===== config.mk =====
export PLATFORM = sky130hd
export DESIGN_NAME = key_event_ctrl
export DESIGN_NICKNAME = d
export VERILOG_FILES = /design/src/rtl/key_event_ctrl_pkg.sv /design/src/rtl/key_event_fifo.sv /design/src/rtl/key_event_ctrl.sv
export SDC_FILE = /design/constraint.sdc
export NUM_CORES = 1
export LEC_CHECK = 0
export ABC_CLOCK_PERIOD_IN_PS = 3300
export BUFFER_PORTS_ARGS = -buffer_cell sky130_fd_sc_hd__buf_4
export CORE_MARGIN = 2
export CORE_UTILIZATION = 53
export DETAILED_ROUTE_END_ITERATION = 8
export PLACE_DENSITY = 0.85
export RECOVER_POWER = 25
export SLEW_MARGIN = 20
export SYNTH_ARGS = -nofsm -noshare
export SYNTH_HDL_FRONTEND = slang
export SYNTH_SLANG_ARGS = --single-unit

===== constraint.sdc =====
create_clock -name clk -period 3.3 [get_ports clk]
set_input_delay 0.495 -clock clk [delete_from_list [all_inputs] [get_ports clk]]
set_output_delay 0.495 -clock clk [all_outputs]
set_load 0.01 [all_outputs]

===== src/rtl/key_event_ctrl_pkg.sv =====
// Shared definitions for the key event controller: defaults, event layout, FSM encoding.
package key_event_ctrl_pkg;

    localparam int KEY_NUM_DEF   = 20;
    localparam int EV_W          = 6;
    localparam int EV_PRESS_BIT  = 5;
    localparam int IDX_W         = 5;
    localparam int STAB_W        = 8;

    typedef enum logic {
        ST_IDLE = 1'b0,
        ST_SCAN = 1'b1
    } state_t;

    // Bit 5 = press(1)/release(0), bits 4:0 = key index.
    typedef struct packed {
        logic             press;
        logic [IDX_W-1:0] key;
    } key_event_t;

    function automatic key_event_t mk_event(input logic press, input logic [IDX_W-1:0] key);
        key_event_t ev;
        ev.press = press;
        ev.key   = key;
        return ev;
    endfunction

endpackage


===== src/rtl/key_event_fifo.sv =====
// Event FIFO: registered head, no bypass; full is judged before any same-cycle pop.
module key_event_fifo #(
    parameter int FIFO_DEPTH = 4,
    parameter int WIDTH      = 6
) (
    input  logic             clk,
    input  logic             rst,
    input  logic             push,
    input  logic [WIDTH-1:0] push_data,
    input  logic             pop,
    output logic [WIDTH-1:0] head,
    output logic             full,
    output logic             empty
);

    localparam int PTR_W = (FIFO_DEPTH > 1) ? $clog2(FIFO_DEPTH) : 1;

    logic [WIDTH-1:0] mem [FIFO_DEPTH];
    logic [PTR_W-1:0] wr_ptr, rd_ptr;
    logic [PTR_W:0]   count;
    logic             do_push, do_pop;

    assign full    = (count == (PTR_W+1)'(FIFO_DEPTH));
    assign empty   = (count == '0);
    assign do_push = push && !full;
    assign do_pop  = pop && !empty;
    assign head    = empty ? '0 : mem[rd_ptr];

    always_ff @(posedge clk) begin
        if (do_push)
            mem[wr_ptr] <= push_data;
    end

    // Pointers wrap by natural overflow since the depth is a power of two.
    always_ff @(posedge clk) begin
        if (rst) begin
            wr_ptr <= '0;
            rd_ptr <= '0;
            count  <= '0;
        end else begin
            if (do_push) wr_ptr <= wr_ptr + 1'b1;
            if (do_pop)  rd_ptr <= rd_ptr + 1'b1;
            case ({do_push, do_pop})
                2'b10:   count <= count + 1'b1;
                2'b01:   count <= count - 1'b1;
                default: count <= count;
            endcase
        end
    end

endmodule


===== src/rtl/key_event_ctrl.sv =====
// Debounces the scanned key vector and walks each accepted snapshot, queueing
// one press/release event per changed key in ascending index order.
module key_event_ctrl
    import key_event_ctrl_pkg::*;
#(
    parameter int KEY_NUM       = KEY_NUM_DEF,
    parameter int STABLE_CYCLES = 4,
    parameter int FIFO_DEPTH    = 4
) (
    input  logic               clk,
    input  logic               rst,
    input  logic [KEY_NUM-1:0] scan_result,
    output logic               ev_valid,
    output logic [EV_W-1:0]    ev_data,
    input  logic               ev_ready,
    output logic [KEY_NUM-1:0] key_state,
    output logic               busy
);

    logic [KEY_NUM-1:0] in_q;
    logic [STAB_W-1:0]  stab_cnt;
    logic               stable, stab_hit;

    state_t             state, state_next;
    logic [IDX_W-1:0]   idx, idx_next;
    logic [KEY_NUM-1:0] target, target_next;
    logic [KEY_NUM-1:0] key_state_next;
    logic               push, adv;
    logic               fifo_full, fifo_empty;
    key_event_t         push_ev;

    assign stable   = (scan_result == in_q);
    // Fires only on the increment that reaches the threshold, so saturation never retriggers.
    assign stab_hit = stable && (stab_cnt == STAB_W'(STABLE_CYCLES - 1));

    always_ff @(posedge clk) begin
        if (rst) begin
            in_q     <= '0;
            stab_cnt <= '0;
        end else begin
            in_q <= scan_result;
            if (!stable)
                stab_cnt <= '0;
            else if (stab_cnt != STAB_W'(STABLE_CYCLES))
                stab_cnt <= stab_cnt + 1'b1;
        end
    end

    always_ff @(posedge clk) begin
        if (rst) begin
            state     <= ST_IDLE;
            idx       <= '0;
            target    <= '0;
            key_state <= '0;
        end else begin
            state     <= state_next;
            idx       <= idx_next;
            target    <= target_next;
            key_state <= key_state_next;
        end
    end

    always_comb begin
        state_next     = state;
        idx_next       = idx;
        target_next    = target;
        key_state_next = key_state;
        push           = 1'b0;
        adv            = 1'b0;
        case (state)
            ST_IDLE: begin
                if (stab_hit) begin
                    target_next = in_q;
                    idx_next    = '0;
                    state_next  = ST_SCAN;
                end
            end
            ST_SCAN: begin
                if (target[idx] != key_state[idx]) begin
                    // A full FIFO stalls the walk on this key rather than dropping the event.
                    if (!fifo_full) begin
                        push                = 1'b1;
                        key_state_next[idx] = target[idx];
                        adv                 = 1'b1;
                    end
                end else begin
                    adv = 1'b1;
                end
                if (adv) begin
                    if (idx == IDX_W'(KEY_NUM - 1)) begin
                        state_next = ST_IDLE;
                        idx_next   = '0;
                    end else begin
                        idx_next = idx + 1'b1;
                    end
                end
            end
            default: state_next = ST_IDLE;
        endcase
    end

    assign push_ev  = mk_event(target[idx], idx);
    assign busy     = (state == ST_SCAN);
    assign ev_valid = !fifo_empty;

    key_event_fifo #(
        .FIFO_DEPTH (FIFO_DEPTH),
        .WIDTH      (EV_W)
    ) u_fifo (
        .clk       (clk),
        .rst       (rst),
        .push      (push),
        .push_data (push_ev),
        .pop       (ev_ready),
        .head      (ev_data),
        .full      (fifo_full),
        .empty     (fifo_empty)
    );

endmodule

Word level (Yosys, flattened, before mapping)
Memories as Yosys holds them, arrays and structs flattened. A register that Yosys moved wholly into a read port is not among the register bits.
Cells that the tools add are included.

word-level totals
  bits in registers = 81
  RAM bits = 24
  input port bits = 23
  output and inout bits = 28
  word-level logic and storage cells = 69
  memories = 1

memory list
  memory      words  bits a word  read ports  clocked after memory_dff  wr ports  line                  RTL
  u_fifo.mem  4      6            1           1                         1         key_event_fifo.sv:18  logic [WIDTH-1:0] mem [FIFO_DEPTH];

cells by class
  add/sub/neg operators = 6
  order comparisons = 2
  eq/ne operators = 10
  mux-type cells = 26
  bitwise logic cells = 3
  reduce and logical (&&, ||, !) cells = 12

operators with widths
  cell                 count
  $bwmux 20            1
  $eq 20x20->1         1
  $mux 5               3
  $mux 1               13
  $bmux 1 s5           2
  $pmux 5 s2           1
  $add 8x1->8 const B  1
  $eq 8x2->1 const B   1
  $ne 8x3->1 const B   1
  $lt 5x6->1 const B   1
  $mux 6               1
  $pmux 3 s2           1
  $add 5x1->5 const B  1
  $demux 1 s5          1
  $eq 5x5->1 const B   1
  $ge 5x1->1 const B   1
  $add 2x1->2 const B  2
  $logic_and 1x1->1    4
  $mux 2               2
  $reduce_and 2->1     2
  $add 3x1->3 const B  1
  $eq 3x3->1 const B   1
  $logic_not 3->1      1
  $not 1->1            3
  11 further kinds     12

Logic depth before layout (Yosys ltp)
Gate-level depths: netlist of the first run.

  depth in word-level cells = 8
  depth in mapped cells = 15
  depth with buffers taken out = 12

Hierarchy
From an unflattened synthesis of the first run, not the netlist that was laid out.

second synthesis, totals
  cells, all modules = 486
  area total of the unflattened synthesis = 4988.5 µm²

modules (own cells, without submodules)
  module          instances  cells an instance  area each (µm²)  seq. area each (µm²)
  key_event_ctrl  1          395                3601.0           1481.4
  key_event_fifo  1          91                 1387.6           900.9

Least setup slack after synthesis of the first run
Ideal clock, no wire load.

  path type = register to register
  start = reg idx[1]
  end = reg u_fifo.count[2]
  library setup time = 71 ps
  arrival = 3143 ps
  required time = 3229 ps
  setup slack = 86 ps
  cell stages (with the launch flop) = 16
  path buffers = 3
  period minus slack after synthesis = 3214 ps
  cells stage by stage = dfxtp_1 buf_2 buf_6 mux2_1 a221oi_2 a2bb2oi_2 a21o_1 a21oi_4 buf_6 inv_1 ha_1 inv_1 fa_1 xor2_1 or3_1 a21oi_1

on the way
  longest elaborated chain between the ends = 8
  elaborated cells on any way between the ends = 12
  those cells by class = eq/ne (3); mux (7); reduce/logical (2)

RTL lines
  element                                          line                  RTL
  start: declaration                               key_event_ctrl.sv:25  logic [IDX_W-1:0] idx, idx_next;
  start signal: assignment                         key_event_ctrl.sv:57  idx <= idx_next;
  $bmux 1 s5                                       key_event_ctrl.sv:79  if (target[idx] != key_state[idx]) begin
  $mux 1 (not written as such)                     key_event_ctrl.sv:79
  $ne 1x1->1 (*)                                   key_event_ctrl.sv:79
  $mux 1 (*)                                       key_event_ctrl.sv:79
  $mux 1 (*)                                       key_event_ctrl.sv:70  case (state)
  $logic_and 1x1->1 (*)                            key_event_fifo.sv:25  assign do_push = push && !full;
  $eq 2x1->1 or $eq 2x2->1 (tied branches)         key_event_fifo.sv:43  case ({do_push, do_pop})
  $pmux 3 s2 or $reduce_bool 2->1 (tied branches)  -
  end signal: assignment                           key_event_fifo.sv:44  2'b10: count <= count + 1'b1;
  end signal: assignment                           key_event_fifo.sv:45  2'b01: count <= count - 1'b1;
  end signal: assignment                           key_event_fifo.sv:46  default: count <= count;
  end: declaration                                 key_event_fifo.sv:20  logic [PTR_W:0] count;

Every way passes the cells marked *; elsewhere a longest branch is shown, timed or not. The select of a mux whose other input is x is not followed.
A chain may end at the register's enable or synchronous reset.

Worst setup path after layout of the first run
  start = reg idx[0]
  end = reg u_fifo.count[2]

The elaborated chain is that of the path after synthesis.

==> results by group, run 1 <==
Power and ir drop
  – Tot Pwr: 2190 uW
  – Clock Power Share: 0.348
  – VDD IR max: 0.212 mV
  – Switching part of the total: 0.212
  – Internal power: 1720 uW
  – P per Cell Area: 395 nW/um2
  – Sw power: 462 uW
  – Gate power share: 0.033
  – Leakage power: 0.00233 uW
  – Flop pwr share: 0.619

Layout
  – Ant diodes: 0
  – Area grow syn2layout: 14.2%
  – Final core occ: 0.628
  – Non-Filler Instances: 605
  – Share of layout cells above drive strength 1: 0.211
  – Post-route cell area: 5530 um2
  – Net count, final: 527

Setup path
  – R2r endpoint: u_fifo.count[2]
  – CP endpoint kind: flop
  – Arrival @ worst endpoint: 3390 ps
  – CP Cell Sequence: buf_4, mux4_2, nand2_1, o211ai_1, nand3_1, a21oi_4, inv_1, ha_1, inv_1, fa_1, xor2_1, or3_1, a21oi_1
  – Crit-path max FO: 13
  – Worst R2R Path Depth: 13
  – WP buf/inv: 3
  – Cell depth of the worst setup path: 13
  – Slowest CP cell: mux4_2
  – Most used cell, CP: inv_1
  – Crit Path Category: flop to flop
  – Startpoint Class: flop
  – Worst path max stage delay: 530 ps
  – Worst Path Required: 3590 ps
  – CP endpoint: u_fifo.count[2]
  – R2R Path Start: idx[0]
  – Reg-to-reg setup timing slack: 200 ps
  – Crit. Startpoint: idx[0]
  – Delay-heaviest family, CP: adder cells

Synthesis
  – Synthesized net count: 474
  – Post-synth top area cell: dfxtp_1
  – Syn_area_per_cell: 11.0 um2
  – Synth Warn #: 0
  – Top cells by area, synth: dfxtp_1 (34%), edfxtp_1 (15%), mux2i_1 (8.7%), mux4_2 (4.7%), xor2_1 (3.6%)
  – Seq/Total Area, Yosys: 0.492
  – Post-Syn Instances: 439
  – Count of cell types in the netlist: 49
  – Commonest cells in the synthesized netlist: dfxtp_1 (83), mux2i_1 (42), nor2_1 (41)
  – FF+latch count, synth: 107
  – Ys async rst share: 0
  – Mapped cell area: 4840 um2
  – Most common cell in the netlist: dfxtp_1
  – Share of the synthesized area in the top cell type: 0.343
  – Post-synth EDFFs: 24
  – Ys flop type: dfxtp_1

CTS
  – Clk pin slew, worst setup/hold paths: 100 ps
  – CTS tree: yes
  – Worst-skew pair later-pin latency: 370 ps
  – Clock Root Buffer: clkbuf_8
  – # clock sinks: 107
  – H-tree Lvls: 3
  – Bufs on Longest Clock Path: 2
  – TritonCTS Buffers: 9

Timing
  – Slew headroom: 0.594
  – Final slew viol count: 0
  – F_max: 322 MHz
  – Min Tclk post-route: 3100 ps
  – Clock Skew: 11.1 ps
  – Final hold violations: 0
  – Fin worst setup slack: 198 ps
  – Tcrit/Tclk final: 0.940
  – Slew @ Worst Pin: 607 ps
  – Setup-failing EPs final: 0

Min path
  – Hold path depth: 2
  – Class of the worst hold path: input pin to flop

Placement
  – Cell Area, Placed: 5320 um2
  – Placed cell count: 586
  – RD Place Congestion: 0.861
  – Port Buffer Count: 50
  – Pre-CTS setup slack: 101 ps
  – Dpl hpwl: 7.07 mm

Routing
  – DRC viols: 0
  – First-pass detailed-route iteration total: 4
  – WL/cell: 15.9 um
  – Drt via density: 5.55
  – Vias: 3359
  – DRT iter0 DRCs: 145
  – DRT Wirelength: 9.63 mm
  – ANT nets after route: 0

GRT
  – Overflow after GRT: 0
  – GRT Util Overall: 0.205
  – Largest net degree at the start of global routing: 57
  – Initial antenna violation count: 0
  – Vias in the first global route: 3350
  – Global-route wire length before repair: 16.1 mm

Floorplan
  – Rows: 34
  – Top Ports: 51
  – Die width: 99.6 um
  – Die ar.: 9910 um2
  – Die H: 99.6 um
  – Core ar.: 8810 um2
  – Initial Utilization: 0.550

Status
  – Status: finished clean

Flow run
  – Max Cap Viol: 0
-- placed cells by master, fill, tap and decap left out, types with 3 or more instances in the layout --
master	count
a21oi_1	8
a221oi_1	3
and2_1	13
and3_1	4
buf_4	64
clkbuf_1	3
clkbuf_8	10
dfxtp_1	81
edfxtp_1	24
ha_1	11
inv_1	14
mux2_2	7
mux2i_1	42
mux4_2	10
nand2_1	27
nand2b_1	3
nand3_1	30
nand4_1	4
nor2_1	41
nor2b_1	21
nor4_1	3
or3_1	4
xnor2_1	12
xor2_1	20
-- per-layer routing --
layer	share of wire	GRT usage	vias up
met5	0	0	-
met4	0.018	0.0738	0
met3	0.047	0.0387	16
met1	0.41	0.240	1620
met2	0.52	0.375	91
li1	-	-	1632
-- worst min-delay path by stage --
stage	start	endpoint
2_1_floorplan	idx[3]	u_fifo.mem[0][3]
3_3_place_gp	target[2]	target[2]
3_5_place_dp	key_state[7]	key_state[7]
4_1_cts	scan_result[5]	in_q[5]
5_1_grt	scan_result[14]	in_q[14]
6_report	scan_result[13]	in_q[13]
-- power groups by stage --
stage | clock [uW] | sequential, uW | combinational [uW]
after floorplan | 0 | 1380 | 40.2
after global placement | 0 | 1380 | 69.8
after detailed placement | 0 | 1380 | 71.2
after CTS | 780 | 1350 | 71.7
after global routing | 828 | 1360 | 79.1
final | 761 | 1350 | 71.2
-- kinds of logic after synthesis --
kind of cell             after synthesis  synth area share
AND/OR/NAND/NOR                      161             0.172
flip-flops                           107             0.492
multiplexers                          62             0.163
buffers and inverters                 37            0.0367
XOR/XNOR                              32            0.0579
AO/OA/AOI/OAI                         28            0.0457
adder cells (fa/ha/maj)               12            0.0326
-- area by class of cell --
cell class / count / area (um2)
inverter: 14 / 52.6
clock buffer: 13 / 170
multi-input combinational: 295 / 2280
tap: 108 / 135
clock inverter: 3 / 18.8
fill: 702 / 3280
timing repair buffer: 65 / 484
sequential: 107 / 2380
-- timing repair --
action	CTS	global route
hold endpoints to repair	0	0
buffers inserted	0	3
hold buffers	0	0
endpoints found under the setup margin	0	1
resized for setup	0	2
-- through the flow --
stage / hold slack [ps] / setup TNS (ps)
2_1_floorplan: 455 / 0
3_3_place_gp: 472 / 0
3_5_place_dp: 481 / 0
4_1_cts: 339 / 0
5_1_grt: 344 / -8.76
6_report: 352 / 0
-- sequential cells by signal, summed over array words and instances, names as in the netlist, named ones only --
signal / flops
busy: 1
idx: 5
in_q: 20
key_state: 20
stab_cnt: 8
target: 20
u_fifo.count: 3
u_fifo.mem: 24
u_fifo.rd_ptr: 2
u_fifo.wr_ptr: 2
Note: power is estimated with default switching activity, not from simulation.
==> inputs of run 2 (changes only) <==
Settings changed: BUFFER_PORTS_ARGS -buffer_cell sky130_fd_sc_hd__buf_4 to default, CAP_MARGIN from default to 10, CORE_UTILIZATION 53 to 57, DONT_BUFFER_PORTS from default to 1, PLACE_DENSITY 0.85 to 0.84.
==> results by group, run 2 (synthesis results as in run 1) <==
Status
  – Status: finished clean

Setup path
  – Arrival @ worst endpoint: 3470 ps
  – Delay-heaviest family, CP: compound AO/OA/AOI/OAI gates
  – WP buf/inv: 2
  – Reg-to-reg setup timing slack: 140 ps
  – CP Cell Sequence: and3b_1, a221oi_1, o211ai_1, a21o_1, a21oi_4, inv_1, ha_1, inv_1, fa_1, xor2_1, or3_1, a21oi_1
  – R2R Path Start: idx[2]
  – R2r endpoint: u_fifo.count[2]
  – Worst Path Required: 3610 ps
  – Slowest CP cell: dfxtp_1
  – Crit Path Category: flop to flop
  – Crit-path max FO: 8
  – Worst R2R Path Depth: 12
  – CP endpoint kind: flop
  – Startpoint Class: flop
  – Most used cell, CP: inv_1
  – Worst path max stage delay: 480 ps

Routing
  – ANT nets after route: 0
  – DRC viols: 0
  – DRT iter0 DRCs: 219
  – Vias: 3199
  – First-pass detailed-route iteration total: 6
  – DRT Wirelength: 9.59 mm
  – Drt via density: 5.80
  – WL/cell: 17.4 um

CTS
  – # clock sinks: 107
  – Clock Root Buffer: clkbuf_8
  – H-tree Lvls: 3
  – Worst-skew pair later-pin latency: 370 ps
  – Bufs on Longest Clock Path: 2
  – CTS tree: yes
  – Clk pin slew, worst setup/hold paths: 110 ps
  – TritonCTS Buffers: 9

Power and ir drop
  – Clock Power Share: 0.345
  – Sw power: 480 uW
  – VDD IR max: 0.314 mV
  – Switching part of the total: 0.226
  – Internal power: 1650 uW
  – Tot Pwr: 2130 uW
  – Gate power share: 0.018
  – Leakage power: 0.00205 uW
  – Flop pwr share: 0.637
  – P per Cell Area: 413 nW/um2

Min path
  – Hold wc startpoint: rst
  – Class of the worst hold path: input pin to flop
  – Hold path depth: 1
  – Endpoint, Worst Hold: in_q[17]

Timing
  – Clock Skew: 12.9 ps
  – Fin Setup TNS: 0 ps
  – Slew headroom: 0.599
  – RSZ-0062 raised after global routing: false
  – Tcrit/Tclk final: 0.957
  – F_max: 316 MHz
  – Smallest hold slack: 190 ps
  – Final hold violations: 0
  – Setup-failing EPs final: 0
  – Slew @ Worst Pin: 599 ps
  – Final slew viol count: 0
  – Min Tclk post-route: 3160 ps

Layout
  – Final core occ: 0.626
  – Ant diodes: 0
  – Most frequent cells in the layout: dfxtp_1 (81), mux2i_1 (42), nor2_1 (41)
  – FILL cells: 651
  – Area of the multi-input gates: 2290 um2
  – Commonest non-fill, non-tap cell in the layout: dfxtp_1
  – Area grow syn2layout: 6.28%
  – Share of layout cells above drive strength 1: 0.121
  – Most flops, register: u_fifo.mem
  – Seq. cell area: 2380 um2
  – Largest register FFs: 24
  – Net count, final: 477

GRT
  – Met3 usage: 0.0407
  – Initial antenna violation count: 0
  – GRT Util Overall: 0.214
  – M1 GR Usage: 0.260
  – Overflow after GRT: 0
  – Largest net degree at the start of global routing: 57
  – Global-route wire length before repair: 15.1 mm
  – Busiest grt layer: met2
  – Met2 Track Usage GR: 0.366
  – Vias in the first global route: 3190

Floorplan
  – Die ar.: 9250 um2
  – Die H: 96.2 um
  – Rows: 33
  – Core ar.: 8220 um2
  – Top Ports: 51
  – Die width: 96.2 um
  – Initial Utilization: 0.589

Placement
  – RD Place Congestion: 0.868
  – Dpl hpwl: 6.83 mm
  – Port Buffer Count: 0

Flow run
  – Max Cap Viol: 0
==> run 2: cell count changes in the layout (fill, tap and decap cells not counted), sizes merged <==
| cell | before | now |
|---|---|---|
| clkbuf | 14 | 13 |
| clkinv | 1 | 3 |
| buf | 64 | 11 |
| inv | 15 | 17 |
==> run 2: worst max-delay path by stage <==
| stage | depth (start not counted) | slack, ps | end | startpoint |
|---|---|---|---|---|
| 2_1_floorplan | 15 | 90 | u_fifo.count[2] | idx[1] |
| 3_3_place_gp | 12 | 240 | u_fifo.count[2] | idx[0] |
| 3_5_place_dp | 12 | 60 | u_fifo.count[2] | idx[0] |
| 4_1_cts | 12 | 20 | u_fifo.count[2] | idx[0] |
| 5_1_grt | 12 | 1 | u_fifo.count[2] | idx[3] |
| 6_report | 12 | 140 | u_fifo.count[2] | idx[2] |
==> run 2: final cells by class <==
cell class	count	share of cell area
clock buffers	9	0.0241
clock inverters	7	0.00973
flip-flops and latches	107	0.464
inverters	14	0.0102
multi-input cells	295	0.446
well taps	105	0.0255
repair buffers	15	0.0214
==> run 2: repair_timing <==
item	in CTS	in global routing
endpoints found under the setup margin	0	1
hold buffers	0	0
setup buffers	0	3
gates resized for setup	0	4
==> run 2: worst reg2reg max path: cells and delay by family, from the launching register on <==
family                   cells  cell delay (ps)
buffers and inverters        2              120
AND/OR/NAND/NOR              2              750
AO/OA/AOI/OAI                5              970
adder cells (fa/ha/maj)      2              610
flip-flops                   1              480
XOR/XNOR                     1              160
==> run 2: routing by layer <==
metal	part of all wire	wire (um)
met1	0.43	4100
met2	0.51	4850
met3	0.045	428
met4	0.022	210
met5	0	0
==> run 2: stage by stage <==
step	setup slack, ps	instance area (um2)	cells
floorplan	86.0	4840	439
global placement	239	4950	533
detailed placement	58.1	4950	533
CTS	18.1	5120	549
global route	0.951	5140	552
finish	140	5140	552
==> run 2: power groups by stage <==
stage / Clock [uW] / Sequential, uW / Combinational [uW]
after floorplan: 0 / 1380 / 40.2
after global placement: 0 / 1380 / 36.1
after detailed placement: 0 / 1380 / 37.4
after CTS: 743 / 1350 / 37.6
after global routing: 803 / 1360 / 40.9
final: 734 / 1350 / 37.4
